===== src/rtl/fsab_arbiter_input_fifo.sv =====
// FSAB arbiter per-requester input FIFO.
// Buffers whole request transactions and replays one per grant.
module fsab_arbiter_input_fifo #(
  parameter int REQ_HI  = 0,
  parameter int DID_HI  = 3,
  parameter int ADDR_HI = 30,
  parameter int LEN_HI  = 2,
  parameter int DATA_HI = 63,
  parameter int MASK_HI = 7,
  parameter int DEPTH   = 32
) (
  input  logic           clk,
  input  logic           Nrst,
  input  logic           inp_valid,
  input  logic [REQ_HI:0]  inp_mode,
  input  logic [DID_HI:0]  inp_did,
  input  logic [DID_HI:0]  inp_subdid,
  input  logic [ADDR_HI:0] inp_addr,
  input  logic [LEN_HI:0]  inp_len,
  input  logic [DATA_HI:0] inp_data,
  input  logic [MASK_HI:0] inp_mask,
  output logic           inp_credit,
  input  logic           start,
  output logic           empty_b,
  output logic           active,
  output logic           out_valid,
  output logic [REQ_HI:0]  out_mode,
  output logic [DID_HI:0]  out_did,
  output logic [DID_HI:0]  out_subdid,
  output logic [ADDR_HI:0] out_addr,
  output logic [LEN_HI:0]  out_len,
  output logic [DATA_HI:0] out_data,
  output logic [MASK_HI:0] out_mask
);

  localparam int PW = $clog2(DEPTH);
  localparam int LW = LEN_HI + 1;
  localparam int RW = REQ_HI + 1;
  localparam int CW = PW + 1;

  logic [REQ_HI:0]  mem_mode   [DEPTH];
  logic [DID_HI:0]  mem_did    [DEPTH];
  logic [DID_HI:0]  mem_subdid [DEPTH];
  logic [ADDR_HI:0] mem_addr   [DEPTH];
  logic [LEN_HI:0]  mem_len    [DEPTH];
  logic [DATA_HI:0] mem_data   [DEPTH];
  logic [MASK_HI:0] mem_mask   [DEPTH];

  logic [PW-1:0] wr_ptr_q, wr_ptr_d;
  logic [PW-1:0] rd_ptr_q, rd_ptr_d;
  logic [LW-1:0] in_rem_q, in_rem_d;
  logic [LW-1:0] out_rem_q, out_rem_d;
  logic [CW-1:0] txn_cnt_q, txn_cnt_d;
  logic          active_q, active_d;
  logic          credit_q, credit_d;
  logic          empty_b_q, empty_b_d;

  logic          in_done;
  logic          dispatch;
  logic [LW-1:0] in_beats;
  logic [LW-1:0] rd_beats;

  function automatic logic [LW-1:0] beats_of(
    input logic [REQ_HI:0] m,
    input logic [LW-1:0]   l
  );
    if (m != RW'(1)) return LW'(1);
    if (l == '0) return LW'(1);
    return l;
  endfunction

  assign out_mode   = mem_mode[rd_ptr_q];
  assign out_did    = mem_did[rd_ptr_q];
  assign out_subdid = mem_subdid[rd_ptr_q];
  assign out_addr   = mem_addr[rd_ptr_q];
  assign out_len    = mem_len[rd_ptr_q];
  assign out_data   = mem_data[rd_ptr_q];
  assign out_mask   = mem_mask[rd_ptr_q];

  assign out_valid  = active_q;
  assign active     = active_q;
  assign inp_credit = credit_q;
  assign empty_b    = empty_b_q;

  assign in_beats = beats_of(inp_mode, inp_len);
  assign rd_beats = beats_of(out_mode, out_len);
  assign dispatch = start && !active_q && (txn_cnt_q != '0);

  // Beat storage; contents are not reset, pointers define validity.
  always_ff @(posedge clk) begin
    if (inp_valid) begin
      mem_mode[wr_ptr_q]   <= inp_mode;
      mem_did[wr_ptr_q]    <= inp_did;
      mem_subdid[wr_ptr_q] <= inp_subdid;
      mem_addr[wr_ptr_q]   <= inp_addr;
      mem_len[wr_ptr_q]    <= inp_len;
      mem_data[wr_ptr_q]   <= inp_data;
      mem_mask[wr_ptr_q]   <= inp_mask;
    end
  end

  // Input side: count down beats of the incoming transaction.
  always_comb begin
    wr_ptr_d = wr_ptr_q;
    in_rem_d = in_rem_q;
    in_done  = 1'b0;
    if (inp_valid) begin
      wr_ptr_d = wr_ptr_q + PW'(1);
      if (in_rem_q == '0) begin
        in_done  = (in_beats == LW'(1));
        in_rem_d = in_beats - LW'(1);
      end else begin
        in_done  = (in_rem_q == LW'(1));
        in_rem_d = in_rem_q - LW'(1);
      end
    end
  end

  // Output side: grant handling, replay and credit return.
  always_comb begin
    rd_ptr_d  = rd_ptr_q;
    out_rem_d = out_rem_q;
    active_d  = active_q;
    credit_d  = 1'b0;
    unique case (1'b1)
      dispatch: begin
        active_d  = 1'b1;
        out_rem_d = rd_beats;
      end
      active_q: begin
        rd_ptr_d  = rd_ptr_q + PW'(1);
        out_rem_d = out_rem_q - LW'(1);
        if (out_rem_q == LW'(1)) begin
          active_d = 1'b0;
          credit_d = 1'b1;
        end
      end
      default: ;
    endcase
  end

  // Ready-transaction count; completion and dispatch cancel out.
  always_comb begin
    txn_cnt_d = txn_cnt_q;
    unique case ({in_done, dispatch})
      2'b10:   txn_cnt_d = txn_cnt_q + CW'(1);
      2'b01:   txn_cnt_d = txn_cnt_q - CW'(1);
      default: txn_cnt_d = txn_cnt_q;
    endcase
    empty_b_d = (txn_cnt_d != '0);
  end

  // State registers.
  always_ff @(posedge clk or negedge Nrst) begin
    if (!Nrst) begin
      wr_ptr_q  <= '0;
      rd_ptr_q  <= '0;
      in_rem_q  <= '0;
      out_rem_q <= '0;
      txn_cnt_q <= '0;
      active_q  <= 1'b0;
      credit_q  <= 1'b0;
      empty_b_q <= 1'b0;
    end else begin
      wr_ptr_q  <= wr_ptr_d;
      rd_ptr_q  <= rd_ptr_d;
      in_rem_q  <= in_rem_d;
      out_rem_q <= out_rem_d;
      txn_cnt_q <= txn_cnt_d;
      active_q  <= active_d;
      credit_q  <= credit_d;
      empty_b_q <= empty_b_d;
    end
  end

endmodule


===== config.mk =====
export PLATFORM = sky130hd
export DESIGN_NAME = fsab_arbiter_input_fifo
export DESIGN_NICKNAME = d
export VERILOG_FILES = /design/src/rtl/fsab_arbiter_input_fifo.sv
export SDC_FILE = /design/constraint.sdc
export NUM_CORES = 2
export LEC_CHECK = 0
export BUFFER_PORTS_ARGS = -buffer_cell sky130_fd_sc_hd__buf_2
export CORE_ASPECT_RATIO = 0.6
export CORE_MARGIN = 8
export CORE_UTILIZATION = 34
export CTS_CLUSTER_DIAMETER = 150
export DETAILED_ROUTE_END_ITERATION = 7
export PLACE_DENSITY_LB_ADDON = 0.3
export SLEW_MARGIN = 40
export SYNTH_ARGS = -nofsm -noshare
export SYNTH_HDL_FRONTEND = slang
export SYNTH_SLANG_ARGS = --single-unit

===== constraint.sdc =====
create_clock -name clk -period 28.3 [get_ports clk]
set_input_delay 1.415 -clock clk [delete_from_list [all_inputs] [get_ports clk]]
set_output_delay 1.415 -clock clk [all_outputs]
set_load 0.03 [all_outputs]

==> flow_summary.yaml <==
timing:
  final_max_slew_viol_count: 0
  skew_ns: 0.06424
  fin_hold_ws_ns: 0.4516
  grt_setup_unrepaired: "no"
  finalSetupViolCount: 0
  period_needed_ns: 7.836
  final_hold_viol_count: 0
  worst_pin_slew_ns: 0.8882
  min_period_over_period_pct: 27.69
  max_clock_freq_mhz: 127.6
  slew-limit-headroom_pct: 40.79
  fin_setup_tns_ns: 0
layout:
  fillCellCount: 36070
  drive_gt1_share_pct: 35.10
  finalNonFillerCells: 11810
  final_util_pct: 39.14
  syn_to_final_growth_pct: 14.94
  layout.cells.most_common: "sky130_fd_sc_hd__edfxtp_1"
  layout.nets: 6109
  most-common-layout-cells: "sky130_fd_sc_hd__edfxtp_1, sky130_fd_sc_hd__mux4_2, sky130_fd_sc_hd__clkbuf_16"
synth:
  yosys.cell_types.count: 48
  share_of_flip_flops_with_an_asynchronous_set_or_reset_pct: 0.6748
  number_of_synthesized_register_bits: 3705
  synth.largest_area_cell: "sky130_fd_sc_hd__edfxtp_1"
  synth_warnings: 0
  synth-xor-area-share_pct: 0.09340
  muxShareOfSynthArea_pct: 19.04
  synth_enable_flop_cells: 3680
  synth_largest_type_area_fraction_pct: 78.57
  synth.net_count: 5627
  largest_family_of_logic_cells_by_synthesized_area: "multiplexers"
  cell_count_after_synthesis: 5493
  synth_area_leaders: "sky130_fd_sc_hd__edfxtp_1, sky130_fd_sc_hd__mux4_2, sky130_fd_sc_hd__mux2_2, sky130_fd_sc_hd__dfrtp_1, sky130_fd_sc_hd__clkbuf_1"
  yosysSeqAreaShare_pct: 79.01
  post_synthesis_share_of_cell_area_spent_on_and_or_nand_and_nor_gates_pct: 0.5248
  synth_fa_ha_area_share_pct: 0.1334
  synth_compound_area_share_pct: 0.2375
  mean_instance_size_in_the_synthesized_netlist_um2: 25.61
  netlist_area_um2: 140700
  commonest_register_cell_after_synthesis: "sky130_fd_sc_hd__edfxtp_1"
clock_network:
  cts.repair_timing.setup_buffer_count: 0
  clock-sinks: 3705
  number_of_h_tree_levels: 5
  cts_repair_resize_count: 0
  cts-buffers-inserted: 352
  cts_tree: "yes"
  clk_path_buf_depth: 4
  clock_latency_reported_for_the_late_side_of_the_worst_skew_pair_ns: 0.93
  cts-hold-fix-buffers: 0
  cts-root-buf: "sky130_fd_sc_hd__clkbuf_16"
  cts.reportedPaths.clkPinSlew_ns: 0.07
floorplanning:
  die-area_um2: 435200
  start_util_pct: 34.05
  coreArea_um2: 413100
  ios: 238
  count_of_standard_cell_rows: 183
  dieHeight_um: 514.2
  dieWidth_um: 846.4
route:
  routed-via-count: 64230
  drt_pre_antenna_iters: 5
  post_drt_wl_per_cell_um: 32.79
  drtIter0Drc: 8261
  vias_per_cell: 5.437
  totalWireLength_um: 387300
  drcViolationCount: 0
  ant_nets: 0
critical_path:
  crit_path_max_fanout: 55
  reg2regPathDepth: 8
  worstPathArrival_ns: 6.42
  setup.worst_path.class: "reg2out"
  startpoint_type: "flop"
  critical_path.endpoint_type: "primary output"
  worstPathRequired_ns: 26.89
flow_run:
  maxCapViolCount: 0
placed_design:
  gp_congestion: 0.7018
  detailed_place_hpwl_um: 194000
  port-buffer-count: 237
  post-place-cells: 11170
run_status:
  run_status: "complete, no violations"
global_routing:
  grtUsageMet3_pct: 3.152
  grt_overflow_total: 0
  grt_start_max_net_pins: 139
  most_heavily_used_metal_layer_in_global_routing: "met2"
  grt_pass1_vias: 64840
  grt_first_pass_wirelength_um: 535700
  met1_usage_grt_pct: 25.58
  grt_util_all_layers_pct: 17.42
  grt_antenna_before_repair: 72
  global_route.usage.met2_pct: 27.55
hold_path:
  hold_path_class: "in2async"
power_and_ir_drop:
  p_leak_nw: 49.64
  power_density_nw_per_um2: 100.9
  max-vdd-ir-drop_mv: 0.06370
-- critical path: stages, from the launching register on --
cell	delay, ns
sky130_fd_sc_hd__dfrtp_4	0.85
sky130_fd_sc_hd__buf_4	0.66
sky130_fd_sc_hd__buf_6	0.59
sky130_fd_sc_hd__buf_4	0.73
sky130_fd_sc_hd__buf_12	0.44
sky130_fd_sc_hd__buf_16	0.37
sky130_fd_sc_hd__mux4_2	0.56
sky130_fd_sc_hd__mux4_2	0.56
sky130_fd_sc_hd__mux2_2	0.32
sky130_fd_sc_hd__buf_2	0.19
-- synthesized netlist by cell type, drive strengths merged, types with 15 or more instances --
cell,instances
buf,155
mux4,1134
edfxtp,3680
o21ai,15
clkbuf,129
mux2i,15
nand2,76
inv,17
nor2,28
mux2,97
ha,15
dfrtp,25
-- cell families (layout without fill, tap and decap cells) --
group	after synthesis	in the layout
fa+ha+maj	15	15
xor+xnor	15	15
compound gates	49	49
mux	1246	1246
flops	3705	3705
buf+inv	301	1059
simple gates	162	162
other cells	0	13
-- layer usage --
layer / routed length [µm] / share of wire, %
met1: 171600 / 44
met2: 181800 / 47
met3: 27040 / 7.0
met4: 6771 / 1.7
met5: 144 / 0.037
-- final timing paths --
path,startpoint,to,slack (ns)
setup / recovery,rd_ptr_q[0],out_data[54],20.46
hold / removal,Nrst,txn_cnt_q[5],0.45
setup reg to reg,rd_ptr_q[2],out_rem_q[0],24.27
hold reg to reg,txn_cnt_q[5],txn_cnt_q[5],0.51
max in group asynchronous,Nrst,wr_ptr_q[3],27.48
min in group clk,txn_cnt_q[5],txn_cnt_q[5],0.51
-- metrics by stage --
stage | setup slack, ns | total power [mW] | instance area, µm²
finish | 20.46 | 16.31 | 161700
detailed placement | 21.20 | 11.74 | 149900
CTS | 20.17 | 16.58 | 161600
global route | 19.89 | 16.95 | 161600
global placement | 20.88 | 11.66 | 149100
floorplan | 17.77 | 10.05 | 140700
-- cell type report --
type / instances / area (µm²) / share of cell area, %
Timing Repair Buffer: 412 / 3466 / 2.144
Inverter: 17 / 71.32 / 0.04411
Clock inverter: 213 / 2283 / 1.412
Clock buffer: 417 / 9329 / 5.771
Tap cell: 5550 / 6944 / 4.295
Multi-Input combinational cell: 1487 / 28390 / 17.56
Antenna cell: 13 / 32.53 / 0.02012
Sequential cell: 3705 / 111100 / 68.75
-- state kept, by name, indices dropped and copies added, names as in the netlist, 5 cells and up --
name,flops
mem_addr,992
rd_ptr_q,5
mem_mode,32
mem_subdid,128
mem_did,128
txn_cnt_q,6
mem_mask,256
wr_ptr_q,5
mem_data,2048
mem_len,96
-- where the power goes --
| group | leakage (nW) | switching (mW) | internal (mW) |
|---|---|---|---|
| Clock | 5.69 | 2.06 | 2.78 |
| Combinational | 10.5 | 2.81 | 2.16 |
| Sequential | 33.4 | 0.127 | 6.38 |
Power figures use the tool's default switching activity.
